--- config.mk ---
export PLATFORM = sky130hd
export DESIGN_NAME = mem_arbiter
export DESIGN_NICKNAME = d
export VERILOG_FILES = /design/src/rtl/mem_arbiter.sv
export SDC_FILE = /design/constraint.sdc
export NUM_CORES = 1
export LEC_CHECK = 0
export CAP_MARGIN = 20
export CELL_PAD_IN_SITES_DETAIL_PLACEMENT = 1
export CELL_PAD_IN_SITES_GLOBAL_PLACEMENT = 1
export CORE_MARGIN = 2
export CORE_UTILIZATION = 28
export DETAILED_ROUTE_END_ITERATION = 6
export PLACE_DENSITY_LB_ADDON = 0.25
export SYNTH_ARGS = -nofsm -noshare
export SYNTH_HDL_FRONTEND = slang
export SYNTH_SLANG_ARGS = --single-unit
--- constraint.sdc ---
create_clock -name clk -period 4.6 [get_ports clk]
set_clock_uncertainty 0.15 [all_clocks]
set_input_delay 1.15 -clock clk [delete_from_list [all_inputs] [get_ports clk]]
set_output_delay 1.15 -clock clk [all_outputs]
set_load 0.02 [all_outputs]
--- src/rtl/mem_arbiter.sv ---
// mem_arbiter: shares one backing-memory port between an instruction-fetch
// requester (I) and a load/store requester (D). One transaction in flight at
// a time; D has priority, but I is guaranteed a grant after MAX_D_STREAK
// consecutive D grants that it sat through.
module mem_arbiter #(
    parameter int MAX_D_STREAK = 4,
    parameter int WIDTH        = 32
) (
    input  logic             clk,
    input  logic             reset,
    // instruction port
    input  logic             i_req,
    input  logic [WIDTH-1:0] i_addr,
    output logic             i_ack,
    output logic [WIDTH-1:0] i_rdata,
    // data port
    input  logic             d_req,
    input  logic [3:0]       d_we,
    input  logic [WIDTH-1:0] d_addr,
    input  logic [WIDTH-1:0] d_wdata,
    output logic             d_ack,
    output logic [WIDTH-1:0] d_rdata,
    // backing memory
    output logic             mem_req_valid,
    input  logic             mem_req_ready,
    output logic             mem_rw,
    output logic [3:0]       mem_wmask,
    output logic [WIDTH-1:0] mem_addr,
    output logic [WIDTH-1:0] mem_wdata,
    input  logic             mem_resp_valid,
    input  logic [WIDTH-1:0] mem_resp_data,
    // pipeline hold
    output logic             stall
);

    typedef enum logic [1:0] {IDLE, ISSUE, WAIT, DONE} state_t;

    state_t           state_q,     state_d;
    logic             owner_d_q,   owner_d_d;   // 1 = D port owns the transaction
    logic             mem_rw_q,    mem_rw_d;
    logic [3:0]       mem_wmask_q, mem_wmask_d;
    logic [WIDTH-1:0] mem_addr_q,  mem_addr_d;
    logic [WIDTH-1:0] mem_wdata_q, mem_wdata_d;
    logic [WIDTH-1:0] i_rdata_q,   i_rdata_d;
    logic [WIDTH-1:0] d_rdata_q,   d_rdata_d;
    logic [3:0]       d_streak_q,  d_streak_d;

    logic streak_full;
    logic grant_d;
    logic grant_i;

    // Byte-offset bits never reach memory; requests are always word aligned.
    logic unused_addr_bits;
    assign unused_addr_bits = ^{i_addr[1:0], d_addr[1:0]};

    // Arbitration: D wins unless I has waited out a full D streak.
    always_comb begin
        streak_full = (d_streak_q == 4'(MAX_D_STREAK));
        grant_d     = d_req & ~(i_req & streak_full);
        grant_i     = i_req & ~grant_d;
    end

    // Next-state and registered-field update for the transaction FSM.
    always_comb begin
        state_d     = state_q;
        owner_d_d   = owner_d_q;
        mem_rw_d    = mem_rw_q;
        mem_wmask_d = mem_wmask_q;
        mem_addr_d  = mem_addr_q;
        mem_wdata_d = mem_wdata_q;
        i_rdata_d   = i_rdata_q;
        d_rdata_d   = d_rdata_q;
        d_streak_d  = d_streak_q;
        case (state_q)
            IDLE: begin
                if (grant_d) begin
                    owner_d_d   = 1'b1;
                    mem_addr_d  = {d_addr[WIDTH-1:2], 2'b00};
                    mem_wdata_d = d_wdata;
                    mem_wmask_d = d_we;
                    mem_rw_d    = |d_we;
                    // Count only grants that made I wait; saturate at the limit.
                    if (!i_req)
                        d_streak_d = 4'd0;
                    else if (!streak_full)
                        d_streak_d = d_streak_q + 4'd1;
                    state_d = ISSUE;
                end else if (grant_i) begin
                    owner_d_d   = 1'b0;
                    mem_addr_d  = {i_addr[WIDTH-1:2], 2'b00};
                    mem_wdata_d = '0;
                    mem_wmask_d = 4'b0000;
                    mem_rw_d    = 1'b0;
                    d_streak_d  = 4'd0;
                    state_d     = ISSUE;
                end
            end
            ISSUE: begin
                if (mem_req_ready)
                    state_d = WAIT;
            end
            WAIT: begin
                if (mem_resp_valid) begin
                    // Write responses carry no useful data; d_rdata keeps its value.
                    if (!owner_d_q)
                        i_rdata_d = mem_resp_data;
                    else if (!mem_rw_q)
                        d_rdata_d = mem_resp_data;
                    state_d = DONE;
                end
            end
            DONE: begin
                state_d = IDLE;
            end
            default: state_d = IDLE;
        endcase
    end

    // State and field registers; reset abandons any transaction in flight.
    always_ff @(posedge clk or posedge reset) begin
        if (reset) begin
            state_q     <= IDLE;
            owner_d_q   <= 1'b0;
            mem_rw_q    <= 1'b0;
            mem_wmask_q <= '0;
            mem_addr_q  <= '0;
            mem_wdata_q <= '0;
            i_rdata_q   <= '0;
            d_rdata_q   <= '0;
            d_streak_q  <= '0;
        end else begin
            state_q     <= state_d;
            owner_d_q   <= owner_d_d;
            mem_rw_q    <= mem_rw_d;
            mem_wmask_q <= mem_wmask_d;
            mem_addr_q  <= mem_addr_d;
            mem_wdata_q <= mem_wdata_d;
            i_rdata_q   <= i_rdata_d;
            d_rdata_q   <= d_rdata_d;
            d_streak_q  <= d_streak_d;
        end
    end

    // Outputs decoded from state; stall tracks outstanding requests directly.
    always_comb begin
        mem_req_valid = (state_q == ISSUE);
        i_ack         = (state_q == DONE) & ~owner_d_q;
        d_ack         = (state_q == DONE) &  owner_d_q;
        mem_rw        = mem_rw_q;
        mem_wmask     = mem_wmask_q;
        mem_addr      = mem_addr_q;
        mem_wdata     = mem_wdata_q;
        i_rdata       = i_rdata_q;
        d_rdata       = d_rdata_q;
        stall         = (i_req & ~i_ack) | (d_req & ~d_ack);
    end

endmodule

==> parameters.txt <==
Parameter                              Value

Timing
  Actual slew at the worst max-slew pin    0.810 ns
  Highest clock rate    0.252 GHz
  Final TNS setup    0 ns
  Final setup violation count    0
  Post-route minimum period    3.97 ns
  Worst rel slew slack    0.460
  Share of the cycle needed by the critical path after routing    0.863
  Number of hold-slack violations in the final timing report    0
  Fin. max-slew vios    0
  Setup repair after global routing missed its margin    no
  Fin worst setup slack    0.631 ns

Floorplan
  Total core area    20100 sq um
  I/O pin cnt    275
  Initial core utilization    0.283
  Die X    147 um
  Die Ht    147 um
  # rows    52
  Die ar.    21500 sq um

Synthesis
  Register bit count reported by yosys    138
  Share of the synthesized area in the top cell type    0.607
  Leading post-synthesis cells by cell area    sky130_fd_sc_hd__dfrtp_1 61%, sky130_fd_sc_hd__mux2_1 13%, sky130_fd_sc_hd__a22o_1 5.9%
  Synthesized netlist cell count    445
  Mapped Avg Cell Area    12.8 sq um
  Share of synthesized area occupied by flip-flops and latches    0.607
  Cell type with the highest aggregate area in the netlist    sky130_fd_sc_hd__dfrtp_1
  Number of distinct library cell variants in the gate-level netlist after synthesis    38
  Summed instance area of the synthesized netlist    5690 sq um
  Total of warnings raised by yosys    0

Finish
  Antenna diode count    0
  Share of layout cells above drive strength 1    0.0680
  Synth-to-Final Area Change    61.9%
  Fill cell total of the finished layout    2099
  Final layout net count    853
  Final Core Density    0.458

GRT
  Global-route total usage across every layer    0.169
  Number of antenna violations at the first check in global routing    0
  Pin count of the biggest net entering global routing    45
  Wire length of the first global-routing pass    28.6 mm
  Overall overflow remaining after global route    0
  Number of global-route vias before repair    5115

CTS
  Clock edge transition at the registers on the reported setup and hold paths    0.06 ns
  Clock Sink Count    138
  CTS-repair resized insts    0
  Total clock buffers created by CTS    17
  Hold Buf Count CTS    0
  Largest buffer count on any clock path    2
  Max H-tree Level    4
  TritonCTS clock tree    built
  Post-CTS setup-driven buffer insertion count    0
  Root cell of the clock tree    sky130_fd_sc_hd__clkbuf_16
  Source-to-sink clock delay at the later pin of the worst-skew pair    0.41 ns

Flow run
  Max-cap violation count    0

Setup path
  Critical Path Fanout Max    7
  Reg-to-Reg Start    state_q[0]
  Worst R2R Setup Slack    2.37 ns
  Endpoint of the lowest-slack register-to-register path    mem_addr[24]
  Worst endpoint required time    3.30 ns
  Startpoint type of the worst setup path    primary input
  Setup CP Type    in2out
  Arr. time, crit path    2.67 ns
  Endpoint of the most critical setup path    stall
  Element type at the critical path end    primary output
  Worst r2r path cells    6
  CP startpoint    i_req

Power and ir drop
  Max VDD drop    0.000243 V
  PnR Total Power    6.59 mW
  Power per standard cell area    715 nW/um^2
  Leakage component of the power    3.84 nW

Placed design
  Minimum setup slack after placement    0.634 ns
  DPL Wire Length    13.0 mm
  Number of buffers added on ports    268
  Gp weighted congestion    0.757

Hold path
  Worst hold stages    1
  Min-Delay Startpoint    d_rdata[26]
  Worst Hold Class    reg2reg

Routing
  Detailed-route wire length    18.0 mm
  Per-cell routed wire length    18.1 um
  Final routed DRC violation total    0
  Vias post-DR    4691
  Starting DRC count in detailed routing    167
  Detail-routed via count per cell    4.73
  Detailed-routing iteration count for the pre-antenna-repair pass    5
  Post-route antenna net violation count    0

Status
  Result of the run    completed
==> critical path, stage by stage <==
cell and delay [ns]:
sky130_fd_sc_hd__clkdlybuf4s50_1 0.67, sky130_fd_sc_hd__a21oi_1 0.07, sky130_fd_sc_hd__a21oi_1 0.12, sky130_fd_sc_hd__clkdlybuf4s50_1 0.65
==> cells in the mapped netlist <==
cell type,count
sky130_fd_sc_hd__dfrtp_1,138
sky130_fd_sc_hd__mux2_1,65
sky130_fd_sc_hd__nand2_1,63
sky130_fd_sc_hd__a22o_1,38
sky130_fd_sc_hd__nand4_1,30
sky130_fd_sc_hd__o211ai_1,30
sky130_fd_sc_hd__buf_2,17
sky130_fd_sc_hd__clkbuf_1,11
sky130_fd_sc_hd__inv_1,8
sky130_fd_sc_hd__ha_1,7
sky130_fd_sc_hd__buf_4,4
sky130_fd_sc_hd__buf_6,3
sky130_fd_sc_hd__a21oi_1,2
sky130_fd_sc_hd__buf_1,2
sky130_fd_sc_hd__nand3_1,2
sky130_fd_sc_hd__nand3b_1,2
sky130_fd_sc_hd__o21ai_1,2
sky130_fd_sc_hd__a21o_1,1
sky130_fd_sc_hd__a222oi_1,1
sky130_fd_sc_hd__a31oi_1,1
sky130_fd_sc_hd__a41oi_1,1
sky130_fd_sc_hd__and2_1,1
sky130_fd_sc_hd__and3_4,1
sky130_fd_sc_hd__clkinv_1,1
sky130_fd_sc_hd__conb_1,1
sky130_fd_sc_hd__inv_2,1
sky130_fd_sc_hd__nand2b_1,1
sky130_fd_sc_hd__nand4b_1,1
sky130_fd_sc_hd__nand4b_2,1
sky130_fd_sc_hd__nor2_1,1
sky130_fd_sc_hd__nor2b_1,1
sky130_fd_sc_hd__o21a_1,1
sky130_fd_sc_hd__o21ai_2,1
sky130_fd_sc_hd__o22ai_1,1
sky130_fd_sc_hd__o32a_1,1
sky130_fd_sc_hd__or3b_1,1
sky130_fd_sc_hd__or4_1,1
sky130_fd_sc_hd__xor2_1,1
==> cell type report <==
| type | count | area (sq um) | share of cell area |
|---|---|---|---|
| clock inverters | 14 | 154 | 0.0167 |
| flip-flops and latches | 138 | 3450 | 0.375 |
| repair buffers | 280 | 2770 | 0.301 |
| well taps | 270 | 338 | 0.0367 |
| multi-input cells | 261 | 2010 | 0.218 |
| inverters | 10 | 41.3 | 0.00448 |
| clock buffers | 18 | 439 | 0.0477 |
==> registers in the layout (all words and copies together), names as in the netlist <==
name        cells
mem_addr       30
d_rdata        32
state_q         2
mem_rw          1
mem_wdata      32
owner_d_q       1
d_streak_q      4
i_rdata        32
mem_wmask       4
==> layer usage <==
metal / GRT usage / up-vias / routed length (um)
met1: 0.200 / 2367 / 7410
met2: 0.293 / 172 / 9060
li1: - / 2133 / -
met4: 0.0539 / 0 / 274
met3: 0.0541 / 19 / 1230
met5: 0 / - / 0
==> power by group <==
| part | switching [mW] | internal [mW] |
|---|---|---|
| combinational | 1.59 | 1.52 |
| clock | 0.585 | 0.784 |
| sequential | 0.323 | 1.79 |
| total | 2.50 | 4.09 |
==> per-stage QoR <==
| step | hold slack [ns] | cells | cell area (sq um) |
|---|---|---|---|
| final | 0.340 | 991 | 9210 |
| after global routing | 0.350 | 991 | 9210 |
| after CTS | 0.346 | 991 | 9210 |
| after detailed placement | 0.330 | 959 | 8610 |
| after global placement | 0.323 | 959 | 8610 |
| after floorplan | 0.342 | 446 | 5690 |
==> kinds of logic (layout without fill, tap and decap cells) <==
logic type      Yosys count  in the layout  synth area share
flops                   138            138             0.607
simple gates            106            106            0.0920
compound gates           80             80             0.113
mux                      65             65             0.129
buf+inv                  47            322            0.0414
fa+ha+maj                 7              7            0.0154
other cells               1              2          0.000659
xor+xnor                  1              1           0.00154
==> worst min path at each step <==
stage	endpoint	slack [ns]
after floorplan	d_streak_q[0]	0.34
after global placement	d_rdata[30]	0.32
after detailed placement	i_rdata[17]	0.33
after CTS	d_rdata[28]	0.35
after global routing	i_rdata[26]	0.35
final	d_rdata[26]	0.34
==> cell usage in the layout (no fill, tap or decap), drive strengths merged, types with 2 or more instances in the layout <==
cell type      netlist  routed
nand3b               2       2
clkinv               1       4
o211ai              30      30
a22o                38      38
a21oi                2       2
o21ai                3       3
nand4b               2       2
conb                 1       2
clkinvlp             0       2
buf                 26      12
ha                   7       7
mux2                65      65
dfrtp              138     138
nand4               30      30
nand2               63      63
nand3                2       2
inv                  9      17
clkbuf              11      18
clkdlybuf4s50        0     268
(Power assumes the default switching activity.)
